`config.mk`:
```
export PLATFORM = sky130hd
export DESIGN_NAME = nunchuk_poller_flat
export DESIGN_NICKNAME = d
export VERILOG_FILES = /design/src/rtl/nunchuk_pkg.sv /design/src/rtl/nunchuk_if.sv /design/src/rtl/us_timer.sv /design/src/rtl/nunchuk_poller.sv /design/src/flat_wrapper.sv
export SDC_FILE = /design/constraint.sdc
export NUM_CORES = 1
export LEC_CHECK = 0
export ABC_AREA = 1
export BUFFER_PORTS_ARGS = -buffer_cell sky130_fd_sc_hd__buf_2
export CAP_MARGIN = 15
export CORE_ASPECT_RATIO = 1.25
export CORE_MARGIN = 8
export CORE_UTILIZATION = 55
export CTS_BUF_LIST = sky130_fd_sc_hd__clkbuf_2
export DETAILED_ROUTE_END_ITERATION = 7
export GPL_TIMING_DRIVEN = 1
export PLACE_DENSITY = 0.79
export SLEW_MARGIN = 20
export SYNTH_ARGS = -nofsm -noshare
export SYNTH_HDL_FRONTEND = slang
export SYNTH_HIERARCHICAL = 1
export SYNTH_SLANG_ARGS = --single-unit
```
`constraint.sdc`:
```
create_clock -name sys_clock -period 7.2 [get_ports sys_clock]
set_clock_uncertainty 0.15 [all_clocks]
set_input_delay 0 -clock sys_clock [delete_from_list [all_inputs] [get_ports sys_clock]]
set_output_delay 0 -clock sys_clock [all_outputs]
set_load 0.005 [all_outputs]
```
`src/rtl/nunchuk_pkg.sv`:
```
// Shared types and command encodings for the nunchuk poller.
// The master command word is {wr, addr[6:0], sub[7:0], data[7:0], 8'h00}.
package nunchuk_pkg;

    typedef enum logic [2:0] {
        ST_BOOT,
        ST_INIT1,
        ST_INIT2,
        ST_POLL_WAIT,
        ST_IDLE,
        ST_READ,
        ST_DECODE,
        ST_ERR
    } state_t;

    typedef enum logic [1:0] {
        PH_ISSUE,
        PH_WAIT_HI,
        PH_WAIT_LO
    } phase_t;

    typedef struct packed {
        logic [31:0] ctrl;
        logic        read;
    } cmd_t;

    localparam logic [7:0] INIT1_SUB    = 8'hF0;
    localparam logic [7:0] INIT1_DATA   = 8'h55;
    localparam logic [7:0] INIT2_SUB    = 8'hFB;
    localparam logic [7:0] INIT2_DATA   = 8'h00;
    localparam int         REPORT_BYTES = 6;

    function automatic cmd_t cmd_write(input logic [6:0] addr, input logic [7:0] sub,
                                       input logic [7:0] data);
        cmd_t c;
        c.ctrl = {1'b1, addr, sub, data, 8'h00};
        c.read = 1'b0;
        return c;
    endfunction

    function automatic cmd_t cmd_read(input logic [6:0] addr, input logic [7:0] sub);
        cmd_t c;
        c.ctrl = {1'b0, addr, sub, 16'h0000};
        c.read = 1'b1;
        return c;
    endfunction

    function automatic int max_int(input int a, input int b);
        return (a > b) ? a : b;
    endfunction

endpackage

```
`src/rtl/nunchuk_if.sv`:
```
// Command/status link between the nunchuk poller and the I2C master.
interface nunchuk_if;
    logic [31:0] i2c_ctrl_data;
    logic        i2c_wr_ctrl;
    logic        i2c_read;
    logic [31:0] i2c_status;

    modport master (output i2c_ctrl_data, output i2c_wr_ctrl, output i2c_read,
                    input  i2c_status);
    modport slave  (input  i2c_ctrl_data, input  i2c_wr_ctrl, input  i2c_read,
                    output i2c_status);
endinterface

```
`src/rtl/us_timer.sv`:
```
// Microsecond timebase: prescaler divides sys_clock down to 1 us ticks that
// decrement a loadable down-counter; expired is high once the counter is zero.
module us_timer #(
    parameter int CLK_MHZ = 16,
    parameter int W       = 14
) (
    input  logic         sys_clock,
    input  logic         reset,
    input  logic         restart,
    input  logic [W-1:0] load_val,
    output logic         expired
);
    localparam int PW = (CLK_MHZ > 1) ? $clog2(CLK_MHZ) : 1;

    logic [PW-1:0] pre_q, pre_d;
    logic [W-1:0]  cnt_q, cnt_d;
    logic          tick;

    assign tick    = (pre_q == PW'(CLK_MHZ - 1));
    assign expired = (cnt_q == '0);

    always_comb begin
        pre_d = pre_q;
        cnt_d = cnt_q;
        if (restart) begin
            pre_d = '0;
            cnt_d = load_val;
        end else begin
            pre_d = tick ? '0 : pre_q + 1'b1;
            if (tick && (cnt_q != '0)) cnt_d = cnt_q - 1'b1;
        end
    end

    always_ff @(posedge sys_clock or posedge reset) begin
        if (reset) begin
            pre_q <= '0;
            cnt_q <= '0;
        end else begin
            pre_q <= pre_d;
            cnt_q <= cnt_d;
        end
    end
endmodule

```
`src/rtl/nunchuk_poller.sv`:
```
// Initialises the nunchuk through the I2C master, then polls and decodes its
// 6-byte report.
//   state      | meaning
//   BOOT       | wait for the master to finish its own init (busy low)
//   INIT1      | write F0<=55
//   INIT2      | write FB<=00, then connected
//   POLL_WAIT  | wait POLL_US between reports
//   IDLE       | parked while enable is low
//   READ       | read report byte idx (0..5)
//   DECODE     | publish all fields, pulse sample_valid
//   ERR        | count error, drop connected, wait POLL_US, re-init
module nunchuk_poller
    import nunchuk_pkg::*;
#(
    parameter int         CLK_MHZ    = 16,
    parameter int         POLL_US    = 10000,
    parameter logic [6:0] I2C_ADDR   = 7'h52,
    parameter int         TIMEOUT_US = 2000
) (
    input  logic        sys_clock,
    input  logic        reset,
    input  logic        enable,
    nunchuk_if.master   bus,
    output logic [7:0]  joy_x,
    output logic [7:0]  joy_y,
    output logic [9:0]  acc_x,
    output logic [9:0]  acc_y,
    output logic [9:0]  acc_z,
    output logic        btn_c,
    output logic        btn_z,
    output logic        sample_valid,
    output logic        connected,
    output logic [7:0]  err_count
);
    localparam int TW = $clog2(max_int(POLL_US, TIMEOUT_US) + 1);

    state_t      state_q, state_d;
    phase_t      phase_q, phase_d;
    logic [31:0] ctrl_q, ctrl_d;
    logic        read_q, read_d;
    logic        wr_ctrl_q, wr_ctrl_d;
    logic [2:0]  idx_q, idx_d;
    logic [7:0]  rpt_q [REPORT_BYTES];
    logic [7:0]  rpt_d [REPORT_BYTES];
    logic [7:0]  joy_x_q, joy_x_d, joy_y_q, joy_y_d;
    logic [9:0]  acc_x_q, acc_x_d, acc_y_q, acc_y_d, acc_z_q, acc_z_d;
    logic        btn_c_q, btn_c_d, btn_z_q, btn_z_d;
    logic        sample_valid_q, sample_valid_d;
    logic        connected_q, connected_d;
    logic [7:0]  err_count_q, err_count_d;

    logic        busy, nack, in_cmd, done, hung, last_byte, cmd_load;
    logic        tmr_restart, tmr_expired;
    logic [TW-1:0] tmr_load;
    logic        unused_status;
    cmd_t        cmd;

    assign busy          = bus.i2c_status[31];
    assign nack          = bus.i2c_status[30] | bus.i2c_status[29];
    assign unused_status = ^bus.i2c_status[28:8];
    assign in_cmd        = (state_q == ST_INIT1) || (state_q == ST_INIT2) || (state_q == ST_READ);
    assign done          = in_cmd && (phase_q == PH_WAIT_LO) && !busy;
    assign hung          = in_cmd && (phase_q != PH_ISSUE) && tmr_expired;
    assign last_byte     = (idx_q == 3'(REPORT_BYTES - 1));

    // Timeout spans the whole transaction, so it is armed once at the wr_ctrl pulse.
    assign tmr_restart = (state_d != state_q) || ((phase_q == PH_ISSUE) && (phase_d == PH_WAIT_HI));
    assign tmr_load    = ((state_d == ST_POLL_WAIT) || (state_d == ST_ERR)) ? TW'(POLL_US)
                                                                            : TW'(TIMEOUT_US);

    us_timer #(.CLK_MHZ(CLK_MHZ), .W(TW)) u_timer (
        .sys_clock (sys_clock),
        .reset     (reset),
        .restart   (tmr_restart),
        .load_val  (tmr_load),
        .expired   (tmr_expired)
    );

    always_ff @(posedge sys_clock or posedge reset) begin
        if (reset) begin
            state_q        <= ST_BOOT;
            phase_q        <= PH_ISSUE;
            ctrl_q         <= '0;
            read_q         <= 1'b0;
            wr_ctrl_q      <= 1'b0;
            idx_q          <= '0;
            for (int i = 0; i < REPORT_BYTES; i++) rpt_q[i] <= '0;
            joy_x_q        <= '0;
            joy_y_q        <= '0;
            acc_x_q        <= '0;
            acc_y_q        <= '0;
            acc_z_q        <= '0;
            btn_c_q        <= 1'b0;
            btn_z_q        <= 1'b0;
            sample_valid_q <= 1'b0;
            connected_q    <= 1'b0;
            err_count_q    <= '0;
        end else begin
            state_q        <= state_d;
            phase_q        <= phase_d;
            ctrl_q         <= ctrl_d;
            read_q         <= read_d;
            wr_ctrl_q      <= wr_ctrl_d;
            idx_q          <= idx_d;
            rpt_q          <= rpt_d;
            joy_x_q        <= joy_x_d;
            joy_y_q        <= joy_y_d;
            acc_x_q        <= acc_x_d;
            acc_y_q        <= acc_y_d;
            acc_z_q        <= acc_z_d;
            btn_c_q        <= btn_c_d;
            btn_z_q        <= btn_z_d;
            sample_valid_q <= sample_valid_d;
            connected_q    <= connected_d;
            err_count_q    <= err_count_d;
        end
    end

    always_comb begin
        state_d = state_q;
        phase_d = phase_q;
        case (state_q)
            ST_BOOT: if (!busy) begin
                state_d = ST_INIT1;
                phase_d = PH_ISSUE;
            end
            ST_INIT1, ST_INIT2, ST_READ: begin
                case (phase_q)
                    PH_ISSUE:   if (!busy) phase_d = PH_WAIT_HI;
                    PH_WAIT_HI: if (busy)  phase_d = PH_WAIT_LO;
                    default:    ;
                endcase
                if (done) begin
                    phase_d = PH_ISSUE;
                    if (nack)                    state_d = ST_ERR;
                    else if (state_q == ST_INIT1) state_d = ST_INIT2;
                    else if (state_q == ST_INIT2) state_d = ST_POLL_WAIT;
                    else if (last_byte)           state_d = ST_DECODE;
                end else if (hung) begin
                    state_d = ST_ERR;
                    phase_d = PH_ISSUE;
                end
            end
            ST_POLL_WAIT: if (tmr_expired) begin
                state_d = enable ? ST_READ : ST_IDLE;
                phase_d = PH_ISSUE;
            end
            ST_IDLE:   if (enable) state_d = ST_POLL_WAIT;
            ST_DECODE: state_d = ST_POLL_WAIT;
            ST_ERR: if (tmr_expired) begin
                state_d = ST_INIT1;
                phase_d = PH_ISSUE;
            end
            default: state_d = ST_BOOT;
        endcase
    end

    // A new command word is latched whenever a command state (re)enters its issue phase.
    assign cmd_load = ((state_d == ST_INIT1) || (state_d == ST_INIT2) || (state_d == ST_READ))
                      && (phase_d == PH_ISSUE)
                      && ((state_d != state_q) || (phase_q != PH_ISSUE));

    always_comb begin
        ctrl_d         = ctrl_q;
        read_d         = read_q;
        idx_d          = idx_q;
        rpt_d          = rpt_q;
        joy_x_d        = joy_x_q;
        joy_y_d        = joy_y_q;
        acc_x_d        = acc_x_q;
        acc_y_d        = acc_y_q;
        acc_z_d        = acc_z_q;
        btn_c_d        = btn_c_q;
        btn_z_d        = btn_z_q;
        connected_d    = connected_q;
        err_count_d    = err_count_q;
        wr_ctrl_d      = in_cmd && (phase_q == PH_ISSUE) && !busy;
        sample_valid_d = (state_q == ST_DECODE);
        cmd            = '0;

        if ((state_q == ST_READ) && done && !nack) begin
            rpt_d[idx_q] = bus.i2c_status[7:0];
            if (!last_byte) idx_d = idx_q + 3'd1;
        end
        if ((state_q == ST_INIT2) && done && !nack) begin
            connected_d = 1'b1;
            idx_d       = '0;
        end
        if (state_q == ST_DECODE) begin
            idx_d   = '0;
            joy_x_d = rpt_q[0];
            joy_y_d = rpt_q[1];
            acc_x_d = {rpt_q[2], rpt_q[5][3:2]};
            acc_y_d = {rpt_q[3], rpt_q[5][5:4]};
            acc_z_d = {rpt_q[4], rpt_q[5][7:6]};
            btn_c_d = ~rpt_q[5][1];
            btn_z_d = ~rpt_q[5][0];
        end
        if ((state_d == ST_ERR) && (state_q != ST_ERR)) begin
            connected_d = 1'b0;
            idx_d       = '0;
            err_count_d = (err_count_q == 8'hFF) ? err_count_q : err_count_q + 8'd1;
        end
        if (cmd_load) begin
            case (state_d)
                ST_INIT1: cmd = cmd_write(I2C_ADDR, INIT1_SUB, INIT1_DATA);
                ST_INIT2: cmd = cmd_write(I2C_ADDR, INIT2_SUB, INIT2_DATA);
                default:  cmd = cmd_read(I2C_ADDR, {5'd0, idx_d});
            endcase
            ctrl_d = cmd.ctrl;
            read_d = cmd.read;
        end
    end

    assign bus.i2c_ctrl_data = ctrl_q;
    assign bus.i2c_wr_ctrl   = wr_ctrl_q;
    assign bus.i2c_read      = read_q;
    assign joy_x             = joy_x_q;
    assign joy_y             = joy_y_q;
    assign acc_x             = acc_x_q;
    assign acc_y             = acc_y_q;
    assign acc_z             = acc_z_q;
    assign btn_c             = btn_c_q;
    assign btn_z             = btn_z_q;
    assign sample_valid      = sample_valid_q;
    assign connected         = connected_q;
    assign err_count         = err_count_q;
endmodule

```
`src/flat_wrapper.sv`:
```
// flat-port wrapper written by rule: the top's interface ports become plain ports
module nunchuk_poller_flat import nunchuk_pkg::*;
#(
    parameter int         CLK_MHZ    = 16,
    parameter int         POLL_US    = 10000,
    parameter logic [6:0] I2C_ADDR   = 7'h52,
    parameter int         TIMEOUT_US = 2000
)
  (sys_clock, reset, enable, joy_x, joy_y, acc_x, acc_y, acc_z, btn_c, btn_z, sample_valid, connected, err_count, bus_i2c_ctrl_data, bus_i2c_wr_ctrl, bus_i2c_read, bus_i2c_status);
  nunchuk_if bus_i ();
  input  logic sys_clock;
  input  logic reset;
  input  logic enable;
  output logic [7:0] joy_x;
  output logic [7:0] joy_y;
  output logic [9:0] acc_x;
  output logic [9:0] acc_y;
  output logic [9:0] acc_z;
  output logic btn_c;
  output logic btn_z;
  output logic sample_valid;
  output logic connected;
  output logic [7:0] err_count;
  output wire logic [$bits(bus_i.i2c_ctrl_data)-1:0] bus_i2c_ctrl_data;
  output wire logic [$bits(bus_i.i2c_wr_ctrl)-1:0] bus_i2c_wr_ctrl;
  output wire logic [$bits(bus_i.i2c_read)-1:0] bus_i2c_read;
  input wire logic [$bits(bus_i.i2c_status)-1:0] bus_i2c_status;
  assign bus_i2c_ctrl_data = bus_i.i2c_ctrl_data;
  assign bus_i2c_wr_ctrl = bus_i.i2c_wr_ctrl;
  assign bus_i2c_read = bus_i.i2c_read;
  assign bus_i.i2c_status = bus_i2c_status;
  nunchuk_poller #(.CLK_MHZ(CLK_MHZ), .POLL_US(POLL_US), .I2C_ADDR(I2C_ADDR), .TIMEOUT_US(TIMEOUT_US)) u_core (.sys_clock(sys_clock), .reset(reset), .enable(enable), .bus(bus_i), .joy_x(joy_x), .joy_y(joy_y), .acc_x(acc_x), .acc_y(acc_y), .acc_z(acc_z), .btn_c(btn_c), .btn_z(btn_z), .sample_valid(sample_valid), .connected(connected), .err_count(err_count));
endmodule
```
=== Word-level counts from Yosys, hierarchy flattened ===
Cells that the tools add are included.

* Equality and inequality tests: 20
* Add/subtract/negate cells: 4
* Reductions and logical operators: 36
* Bitwise logic cells: 5
* Multiplexer cells: 36
* Order comparisons: 2

{| class="wikitable"
|+ Operators by type and width
! operator !! number
|-
| 33-bit case mux with 2 select lines || 1
|-
| 48-bit bitwise mux || 1
|-
| 3-bit two-way mux || 15
|-
| 14-bit two-way mux || 3
|-
| 8-bit demux with 3-bit select || 1
|-
| 3-bit == test (second input constant) || 7
|-
| 3-bit case mux with 6 select lines || 1
|-
| 1-bit logical AND || 16
|-
| 14-bit zero test || 1
|-
| 14-bit nonzero test || 1
|-
| 14-bit by 1-bit subtractor with 14-bit output (second input constant) || 1
|-
| 3-bit by 2-bit == test with 1-bit output (second input constant) || 4
|-
| 2-bit two-way mux || 6
|-
| 8-bit by 1-bit adder with 8-bit output (second input constant) || 1
|-
| 8-bit == test (second input constant) || 1
|-
| 4-bit two-way mux || 2
|-
| 8-bit two-way mux || 1
|-
| 1-bit logical OR || 7
|-
| 3-bit by 1-bit == test with 1-bit output (second input constant) || 2
|-
| 2-bit case mux with 3 select lines || 1
|-
| 2-bit nonzero test || 3
|-
| 4-bit by 1-bit adder with 4-bit output (second input constant) || 1
|-
| 2-bit by 1-bit == test with 1-bit output (second input constant) || 2
|-
| 4-bit == test (second input constant) || 1
|-
| other kinds (17) || 23
|}

* Input port bits: 35
* Output and inout port bits: 92
* Logic and storage cells: 127
* Bits in registers: 166

=== Longest topological paths before layout ===
Gate-level depths: netlist (run 1).

* Word-level depth: 13
* Mapped depth: 21
* Depth with buffers taken out: 20

=== Hierarchy ===
The synthesis (run 1) kept the hierarchy.

{| class="wikitable"
|+ By module, submodules not included
! module !! sequential area each (sq um) !! area each (sq um) !! instances !! cells each
|-
| nunchuk_poller || 3,078.0 || 5,362.6 || 1 || 619
|-
| us_timer || 450.4 || 1,288.7 || 1 || 200
|}

=== Worst setup path after synthesis (run 1) ===
No wires, ideal clock.

* Kind: reg-to-reg
* From: register u_core.u_timer.cnt_q[0]
* To: register u_core.u_timer.cnt_q[7]
* Data required time: 6.934 ns
* Period minus slack after synthesis: 3.017 ns
* Path buffers: 2
* Library setup time: 0.116 ns
* Arrival: 2.751 ns
* Stages on the path, launching flop included: 18
* Slack: 4.183 ns
* Cells stage by stage: dfrtp_1 inv_1 ha_1 nand3_1 nor4_1 a211oi_1 nor2_2 nand2_2 nand2_1 nand2_1 nand2_1 nand3b_1 inv_2 buf_2 buf_2 nand3_1 nand2_1 nand2_1

* Cells in the longest elaborated chain, start to end: 9
* Elaborated cells between the ends (all ways): 25
* Classes of those cells: add/sub (1); eq/ne (4); mux (12); reduce/logical (8)

{| class="wikitable"
|+ RTL lines
! what !! RTL line !! source
|-
| start, declared || us_timer.sv:16 || <nowiki>logic [W-1:0] cnt_q, cnt_d;</nowiki>
|-
| start signal, assigned || us_timer.sv:40 || <nowiki>cnt_q <= cnt_d;</nowiki>
|-
| 14-bit zero test (*) || us_timer.sv:20 || <nowiki>assign expired = (cnt_q == '0);</nowiki>
|-
| via u_core.tmr_expired || nunchuk_poller.sv:53 || <nowiki>logic tmr_restart, tmr_expired;</nowiki>
|-
| 1-bit logical AND || nunchuk_poller.sv:63 || <nowiki>assign hung = in_cmd && (phase_q != PH_ISSUE) && tmr_expired;</nowiki>
|-
| 2-bit two-way mux || nunchuk_poller.sv:139 || <nowiki>end else if (hung) begin</nowiki>
|-
| 2-bit two-way mux || nunchuk_poller.sv:133 || <nowiki>if (done) begin</nowiki>
|-
| 2-bit case mux with 3 select lines || nunchuk_poller.sv:122 || <nowiki>case (state_q)</nowiki>
|-
| 2-bit by 1-bit == test with 1-bit output || nunchuk_poller.sv:67 || <nowiki>assign tmr_restart = (state_d != state_q) || ((phase_q == PH_ISSUE) && (phase_d == PH_WAIT_HI));</nowiki>
|-
| 1-bit logical AND || nunchuk_poller.sv:67 ||
|-
| 1-bit logical OR (*) || nunchuk_poller.sv:67 ||
|-
| via u_core.tmr_restart || nunchuk_poller.sv:53 ||
|-
| 14-bit two-way mux / 2-bit nonzero test (equally long branches) || n/a ||
|}

Mark *: on every way through the listed nets, which the timed path passes. The rest lies on a longest branch. The select of a mux whose other input is x is not followed.
A chain may end at the register's enable or synchronous reset.

=== Final worst setup path (run 1) ===
* From: register u_core.u_timer.cnt_q[0]
* To: register u_core.u_timer.cnt_q[12]

The elaborated chain is that of the path after synthesis.

==> results of run 1 <==
where the power goes:
| part | switching, uW | leakage (uW) | internal (uW) | total [uW] |
|---|---|---|---|---|
| clock network | 281 | 0.000133 | 160 | 441 |
| logic | 678 | 0.00212 | 337 | 1010 |
| registers | 106 | 0.00190 | 910 | 1020 |
timing repair:
action | CTS | global route
hold endpoints to repair | 151 | 0
hold buffers | 14 | 0
gates resized for setup | 0 | 0
metal layers:
layer | track usage (%) | share of wire (%)
met5 | 0 | 0
met4 | 7.10 | 1.6
met3 | 3.09 | 3.8
met2 | 32.0 | 52
met1 | 21.4 | 43
state kept, by name (all words and copies together), names as in the netlist, 2 cells and up:
name / flops
u_core/rpt_q: 48
u_core/joy_x: 8
u_core/phase_q: 2
u_core/err_count: 8
u_core/state_q: 3
u_core/acc_z: 10
u_core/bus.i2c_ctrl_data: 7
u_core/u_timer/cnt_q: 14
u_core/u_timer/pre_q: 4
u_core/acc_x: 10
u_core/idx_q: 3
u_core/joy_y: 8
u_core/acc_y: 10
cell families (layout without fill, tap and decap cells):
family	count (synthesis)	after routing
adder cells (fa/ha/maj)	6	6
flip-flops	141	141
buffers and inverters	111	201
AND/OR/NAND/NOR	470	470
XOR/XNOR	8	8
AO/OA/AOI/OAI	81	81
other	2	28
through the flow:
step / instances / instance area, sq um / setup WS [ps] / util (%)
after floorplan: 844 / 6750 / 3780 / -
after global placement: 1053 / 7120 / 3050 / 59.4
after detailed placement: 1053 / 7120 / 3050 / 59.4
after CTS: 1098 / 7490 / 3020 / 62.5
after global routing: 1099 / 7500 / 2590 / 62.5
final: 1099 / 7500 / 3020 / 62.5
worst max-delay path: stages (launching register included):
cell      delay, ps
dfrtp_1         410
inv_1           130
ha_1            210
nand3_1         100
nor4_1          820
nand2_1         190
nand3_1         110
nand2_1          50
inv_1            50
nand2_1         100
nand2_2         110
nand3_1          70
nand2_1         100
nand3b_1        440
inv_2           500
o21ai_2         160
nand2_4         210
nor2_1           60
nand2_1          60
nand2_1          50
Yosys cell counts, types with 2 or more instances:
master | instances | area share [%]
o21ai_1 | 5 | 0.38
ha_1 | 6 | 1.1
xor2_1 | 5 | 0.66
nand3_1 | 49 | 3.7
a21oi_1 | 9 | 0.68
o21ai_0 | 60 | 4.5
nor3_1 | 6 | 0.45
inv_2 | 7 | 0.40
buf_4 | 25 | 2.8
dfrtp_1 | 141 | 53
inv_1 | 58 | 3.3
xnor2_1 | 3 | 0.40
nor4_1 | 2 | 0.19
nand3b_1 | 3 | 0.34
nand2_1 | 317 | 18
nand2_4 | 4 | 0.68
o21ai_2 | 5 | 0.66
buf_2 | 5 | 0.38
nor2_1 | 56 | 3.2
conb_1 | 2 | 0.11
nand2_2 | 9 | 0.85
nor2_2 | 4 | 0.38
nand4_1 | 11 | 1.0
nand3_2 | 2 | 0.30
clkbuf_1 | 14 | 0.79
nor2_4 | 4 | 0.68
final cells by class:
class                   count  area (sq um)
diodes                      1          2.50
clock buffers              18          90.1
clock inverters            13           139
fillers                  1098          4500
inverters                  65           246
multi-input cells         592          2680
flip-flops and latches    141          3530
well taps                 164           205
repair buffers            105           601
worst max-delay path by stage:
stage / start / endpoint / slack (ps) / cells past startpoint
final: u_core/u_timer/cnt_q[0] / u_core/u_timer/cnt_q[12] / 3020 / 19
after global routing: u_core/u_timer/cnt_q[0] / u_core/u_timer/cnt_q[10] / 2590 / 19
after CTS: u_core/u_timer/cnt_q[0] / u_core/u_timer/cnt_q[12] / 3020 / 19
after detailed placement: u_core/u_timer/cnt_q[0] / u_core/u_timer/cnt_q[11] / 3050 / 19
after global placement: u_core/u_timer/cnt_q[0] / u_core/u_timer/cnt_q[12] / 3050 / 19
after floorplan: reset / u_core/acc_x[0] / 3780 / 1
==> out/results.ini, run 1 <==
[outcome]
outcome = complete, no violations

[drt]
wirelength_mm = 14.0
wl_per_cell_um = 12.7
drt_iter0_markers = 325
route.vias.total = 5410
ant_nets = 0
drc_errors = 0
first_pass_iters = 4
avgViaCountPerCell = 4.92

[die]
start_util_pct = 55.5
ios = 127
die_h_um = 139
die-area_sq_um = 15900
fp.dieW_um = 114
rows = 45
design.core.area_sq_um = 12000

[sta]
post-route-period-util_pct = 58.0
period_minus_slack_ps = 4180
maxSlewViolCount = 0
whs_ps = 125
finalSetupTns_ps = 0
setup_violations = 0
fmax_mhz = 239
rsz0062_at_grt = no
hold_viol_final = 0
worst-slew-pin-transition_ps = 996
relSlewSlack_pct = 33.6

[critical_path]
critPathKind = register to register
crit_required_ps = 7580
end_kind = register
crit_arrival_ps = 4560
critPathLaunchType = register
crit_path_max_fanout = 21
reg2reg_to = u_core/u_timer/cnt_q[12]
rr_worst_depth = 19
r2r_start = u_core/u_timer/cnt_q[0]
rrSetupSlack_ps = 3020

[finish]
mostFrequentLayoutCell = nand2_1
layout.nets = 963
layout_common_cells = nand2_1 (317), dfrtp_1 (141), buf_2 (89)
syn_to_final_growth_pct = 12.7
drive_gt1_share_pct = 17.1

[global_routing]
grt_pass1_wl_mm = 23.7
grt_max_degree = 83
grt-ovfl-total = 0
track_usage_pct = 18.2
grt_pass1_vias = 5108
grt_antenna_before_repair = 1

[clocking]
cts_htree_levels = 4
clockRootBuffer = clkbuf_2
cts.clk_slew.worst_paths_ps = 200
cts_inserted_buffers = 17
cts_setup_buffers = 0
clock_latency_ps = 630
cts_tree = yes
cts.sinks = 141
cts_buffer_depth = 2

[yosys]
synth_cells = 819
synth-async-reset-ratio_pct = 100
synth_xor_area_share_pct = 1.05
synth_top_family_by_area = simple AND/OR/NAND/NOR gates
synth_simple_gate_area_share_pct = 30.1
synth.distinct_cells = 33
yosysSeqAreaShare_pct = 53.0
yosys_warnings = 6
synth_mux_area_share_pct = 0
ys_ff_latch = 141
synth_compound_gate_area_share_pct = 6.45
synth-edff-count = 0
syn_area_per_cell_sq_um = 8.12
syn-cell-area_sq_um = 6650
synth_fa_ha_area_share_pct = 1.13
synth_ff_type = dfrtp_1

[pwr]
peakVddDrop_v = 0.000268
power_density_nw_per_um2 = 330
total_leakage_power_uw = 0.00416
fin_total_pwr_uw = 2470

[place]
gp_congestion = 0.870
hpwlAfterDp_mm = 9.88
port_buffers = 89

[min_path]
hp-class = input pin to register
holdPathEnd = u_core/phase_q[0]
hold_depth = 5
min_from = bus_i2c_status[31]

[run]
maxCapViolCount = 0

No activity file was read; power rests on OpenSTA's default activity.
==> inputs of run 2 (changes only) <==
--- a/config.mk
+++ b/config.mk
@@ -5,12 +5,12 @@
 export SDC_FILE = /design/constraint.sdc
 export NUM_CORES = 1
 export LEC_CHECK = 0
-export ABC_AREA = 1
+export ABC_AREA = 0
 export BUFFER_PORTS_ARGS = -buffer_cell sky130_fd_sc_hd__buf_2
 export CAP_MARGIN = 15
 export CORE_ASPECT_RATIO = 1.25
 export CORE_MARGIN = 8
-export CORE_UTILIZATION = 55
+export CORE_UTILIZATION = 52
 export CTS_BUF_LIST = sky130_fd_sc_hd__clkbuf_2
 export DETAILED_ROUTE_END_ITERATION = 7
 export GPL_TIMING_DRIVEN = 1
==> constraint.sdc (replaced) <==
create_clock -name sys_clock -period 3.4 [get_ports sys_clock]
set_clock_uncertainty 0.15 [all_clocks]
set_input_delay 0 -clock sys_clock [delete_from_list [all_inputs] [get_ports sys_clock]]
set_output_delay 0 -clock sys_clock [all_outputs]
set_load 0.005 [all_outputs]
==> out/results.ini, run 2 <==
[outcome]
outcome = complete, no violations

[finish]
layout_common_cells = dfrtp_1 (141), buf_2 (89), mux2_2 (89)
largest_reg_flops = 48  ; unchanged
regMostFlops = u_core/rpt_q
syn_to_final_growth_pct = 20.7
final_util_pct = 63.6  ; +1.1 points
fillers = 1012  ; -7.8%
reg.largest.list = u_core/rpt_q (48), u_core/u_timer/cnt_q (14)
drive_gt1_share_pct = 43.1  ; +26 points
layout.nets = 726  ; -25%
mostFrequentLayoutCell = dfrtp_1

[sta]
rsz0062_at_grt = yes
period_minus_slack_ps = 3340  ; -843 ps
worst_slack_ps = 63.5  ; -2960 ps
relSlewSlack_pct = 39.3  ; +5.7 points
post-route-period-util_pct = 98.1  ; +40 points
hold_viol_final = 0  ; unchanged
fmax_mhz = 300  ; +25%
maxSlewViolCount = 0  ; unchanged
setup_violations = 0  ; unchanged
worst-slew-pin-transition_ps = 909  ; -87.3 ps
whs_ps = 232  ; +107 ps

[drt]
first_pass_iters = 4  ; unchanged
wl_per_cell_um = 17.6  ; +38%
ant_nets = 0  ; unchanged
drc_errors = 0  ; unchanged
wirelength_mm = 15.2  ; +8.8%
avgViaCountPerCell = 5.50  ; +12%
route.vias.total = 4769  ; -12%
drt_iter0_markers = 225  ; -31%

[clocking]
cts_buffer_depth = 2  ; unchanged
cts_htree_levels = 4  ; unchanged
cts_inserted_buffers = 17  ; unchanged
cts_tree = yes
cts.sinks = 141  ; unchanged
clock_latency_ps = 670  ; +40 ps
clockRootBuffer = clkbuf_2
cts.clk_slew.worst_paths_ps = 240  ; +40 ps

[yosys]
yosysSeqAreaShare_pct = 53.4  ; +0.32 points
synth_common_cells = dfrtp_1 (141), mux2_2 (90), nand2_1 (26), buf_4 (25), nor2_1 (25)
synth.distinct_cells = 80  ; +140%
syn_area_per_cell_sq_um = 12.3  ; +52%
synth_top_area_share_pct = 53.4  ; +0.32 points
synth-async-reset-ratio_pct = 100  ; unchanged
ys_ff_latch = 141  ; unchanged
synth_largest_area_cell = dfrtp_1
synth_ff_type = dfrtp_1
synthTopCellsByArea = dfrtp_1 (53%), mux2_2 (15%), buf_4 (2.8%)
yosys_warnings = 6  ; unchanged
syn-cell-area_sq_um = 6610  ; -0.60%
synth_cells = 536  ; -35%
synth-edff-count = 0  ; unchanged
yosysMostFrequentCell = dfrtp_1

[critical_path]
critPathLaunchType = register
crit_required_ps = 3850  ; -3730 ps
r2r_start = u_core/u_timer/cnt_q[8]
rrSetupSlack_ps = 60  ; -2960 ps
max_stage_delay_ps = 540  ; -280 ps
critPathKind = register to register
slowest_stage = or4_4
rr_worst_depth = 10  ; -9
cp_cell_sequence = or4_4 > and4bb_4 > buf_12 > a21oi_1 > a22o_1 > o211ai_2 > xnor2_2 > or3b_4 > or3_4 > o211ai_1
crit_path_max_fanout = 11  ; -48%
end_kind = register
crit_arrival_ps = 3790  ; -770 ps
reg2reg_to = u_core/u_timer/cnt_q[11]

[die]
fp.dieW_um = 117  ; +2.2%
die-area_sq_um = 16600  ; +4.5%
design.core.area_sq_um = 12500  ; +4.6%
die_h_um = 142  ; +2.2%
rows = 46  ; +2.2%
start_util_pct = 52.7  ; -2.8 points
ios = 127  ; unchanged

[pwr]
peakVddDrop_v = 0.000359  ; +34%
power_frac_seq_pct = 39.5  ; -1.6 points
combPwrFrac_pct = 42.7  ; +1.6 points
switching_share_pct = 39.8  ; -3.2 points
total_leakage_power_uw = 0.00404  ; -2.9%
clkPwrFrac_pct = 17.8  ; about the same
p_int_uw = 3260  ; +130%
power_density_nw_per_um2 = 679  ; +110%
p_sw_uw = 2160  ; +100%

[run]
maxCapViolCount = 0  ; unchanged

[place]
pre_cts_ws_ps = 69.0  ; -2980 ps
hpwlAfterDp_mm = 10.4  ; +4.9%
port_buffers = 89  ; unchanged
gp_congestion = 0.930  ; +6.9%

[min_path]
min_from = bus_i2c_status[31]
hold_depth = 4  ; -1
holdPathEnd = u_core/state_q[0]
hp-class = input pin to register

[global_routing]
grt_antenna_before_repair = 1  ; unchanged
grt_pass1_vias = 4987  ; -2.4%
grt_max_degree = 62  ; -25%
grt_pass1_wl_mm = 25.1  ; +5.8%
grt-ovfl-total = 0  ; unchanged
track_usage_pct = 19.3  ; +1.1 points

## run 2: cell types whose count changed in the layout (fill, tap and decap cells not counted), moves of 13 or more
cell	before	now
dlygate4sd3_1	14	27
mux2_2	0	89
nand3_1	49	4
o21ai_0	60	14
nand2_1	317	24
buf_4	2	33
inv_1	57	11
nor2_1	55	25
## run 2: stage by stage
step / cells / cell area, sq um / setup TNS, ps / total power, uW
final: 867 / 7980 / 0 / 5420
after global routing: 867 / 7980 / -72.5 / 5800
after CTS: 854 / 7840 / 0 / 5240
after detailed placement: 796 / 7330 / 0 / 4240
after global placement: 796 / 7330 / 0 / 4150
after floorplan: 561 / 6780 / -99.1 / 3690
## run 2: final cells by class
cell class | count | area [sq um] | area share, %
tap | 168 | 210 | 2.63
antenna | 1 | 2.50 | 0.0313
clock inverter | 15 | 158 | 1.97
multi-input combinational | 358 | 2920 | 36.6
timing repair buffer | 152 | 1010 | 12.7
inverter | 15 | 60.1 | 0.752
sequential | 141 | 3530 | 44.2
clock buffer | 17 | 85.1 | 1.07
## run 2: worst max path at each step
stage	startpoint	end	slack [ps]
floorplan	u_core/u_timer/cnt_q[6]	u_core/u_timer/cnt_q[5]	-60
global placement	u_core/u_timer/cnt_q[8]	u_core/u_timer/cnt_q[5]	120
detailed placement	u_core/u_timer/cnt_q[8]	u_core/u_timer/cnt_q[11]	70
CTS	u_core/u_timer/cnt_q[0]	u_core/u_timer/cnt_q[11]	3
global route	u_core/u_timer/cnt_q[8]	u_core/u_timer/cnt_q[11]	-40
finish	u_core/u_timer/cnt_q[8]	u_core/u_timer/cnt_q[11]	60
## run 2: cell families (layout without fill, tap and decap cells)
| group | count (synthesis) | in the layout | synth area share (%) |
|---|---|---|---|
| compound gates | 90 | 90 | 10.4 |
| fa+ha+maj | 6 | 6 | 1.14 |
| buf+inv | 63 | 199 | 5.32 |
| flops | 141 | 141 | 53.4 |
| xor+xnor | 10 | 10 | 1.32 |
| mux | 100 | 100 | 17.4 |
| simple gates | 124 | 125 | 10.9 |
| other cells | 2 | 28 | 0.114 |
## run 2: power by group through the flow
| stage | registers, uW | logic [uW] | clock network, uW |
|---|---|---|---|
| after global routing | 2180 | 2550 | 1070 |
| final | 2140 | 2310 | 966 |
| after CTS | 2130 | 2110 | 1000 |
| after detailed placement | 2160 | 2080 | 0 |
| after floorplan | 2120 | 1570 | 0 |
| after global placement | 2150 | 2000 | 0 |
## run 2: what timing repair did
| action | in CTS | in global routing |
|---|---|---|
| hold buffers | 26 | 1 |
| setup buffers | 0 | 10 |
| setup endpoints to repair | 0 | 29 |
| hold endpoints to repair | 207 | 1 |
| resized for setup | 0 | 11 |
## run 2: metal layers
metal | part of all wire, % | up-vias | routed length (um) | track usage, %
met1 | 43 | 2436 | 6480 | 23.9
li1 | - | 2206 | - | -
met5 | 0 | - | 0 | 0
met4 | 1.4 | 0 | 208 | 6.42
met3 | 4.2 | 20 | 637 | 4.29
met2 | 52 | 107 | 7900 | 32.3
## run 2: critical path: cells and delay by family, from the launching register on
family	cells	cell delay, ps
and+or+nand+nor	4	1770
AOI/OAI and AO/OA	4	590
DFF	1	440
xor gates and xnor gates	1	200
buffers and inverters	1	130
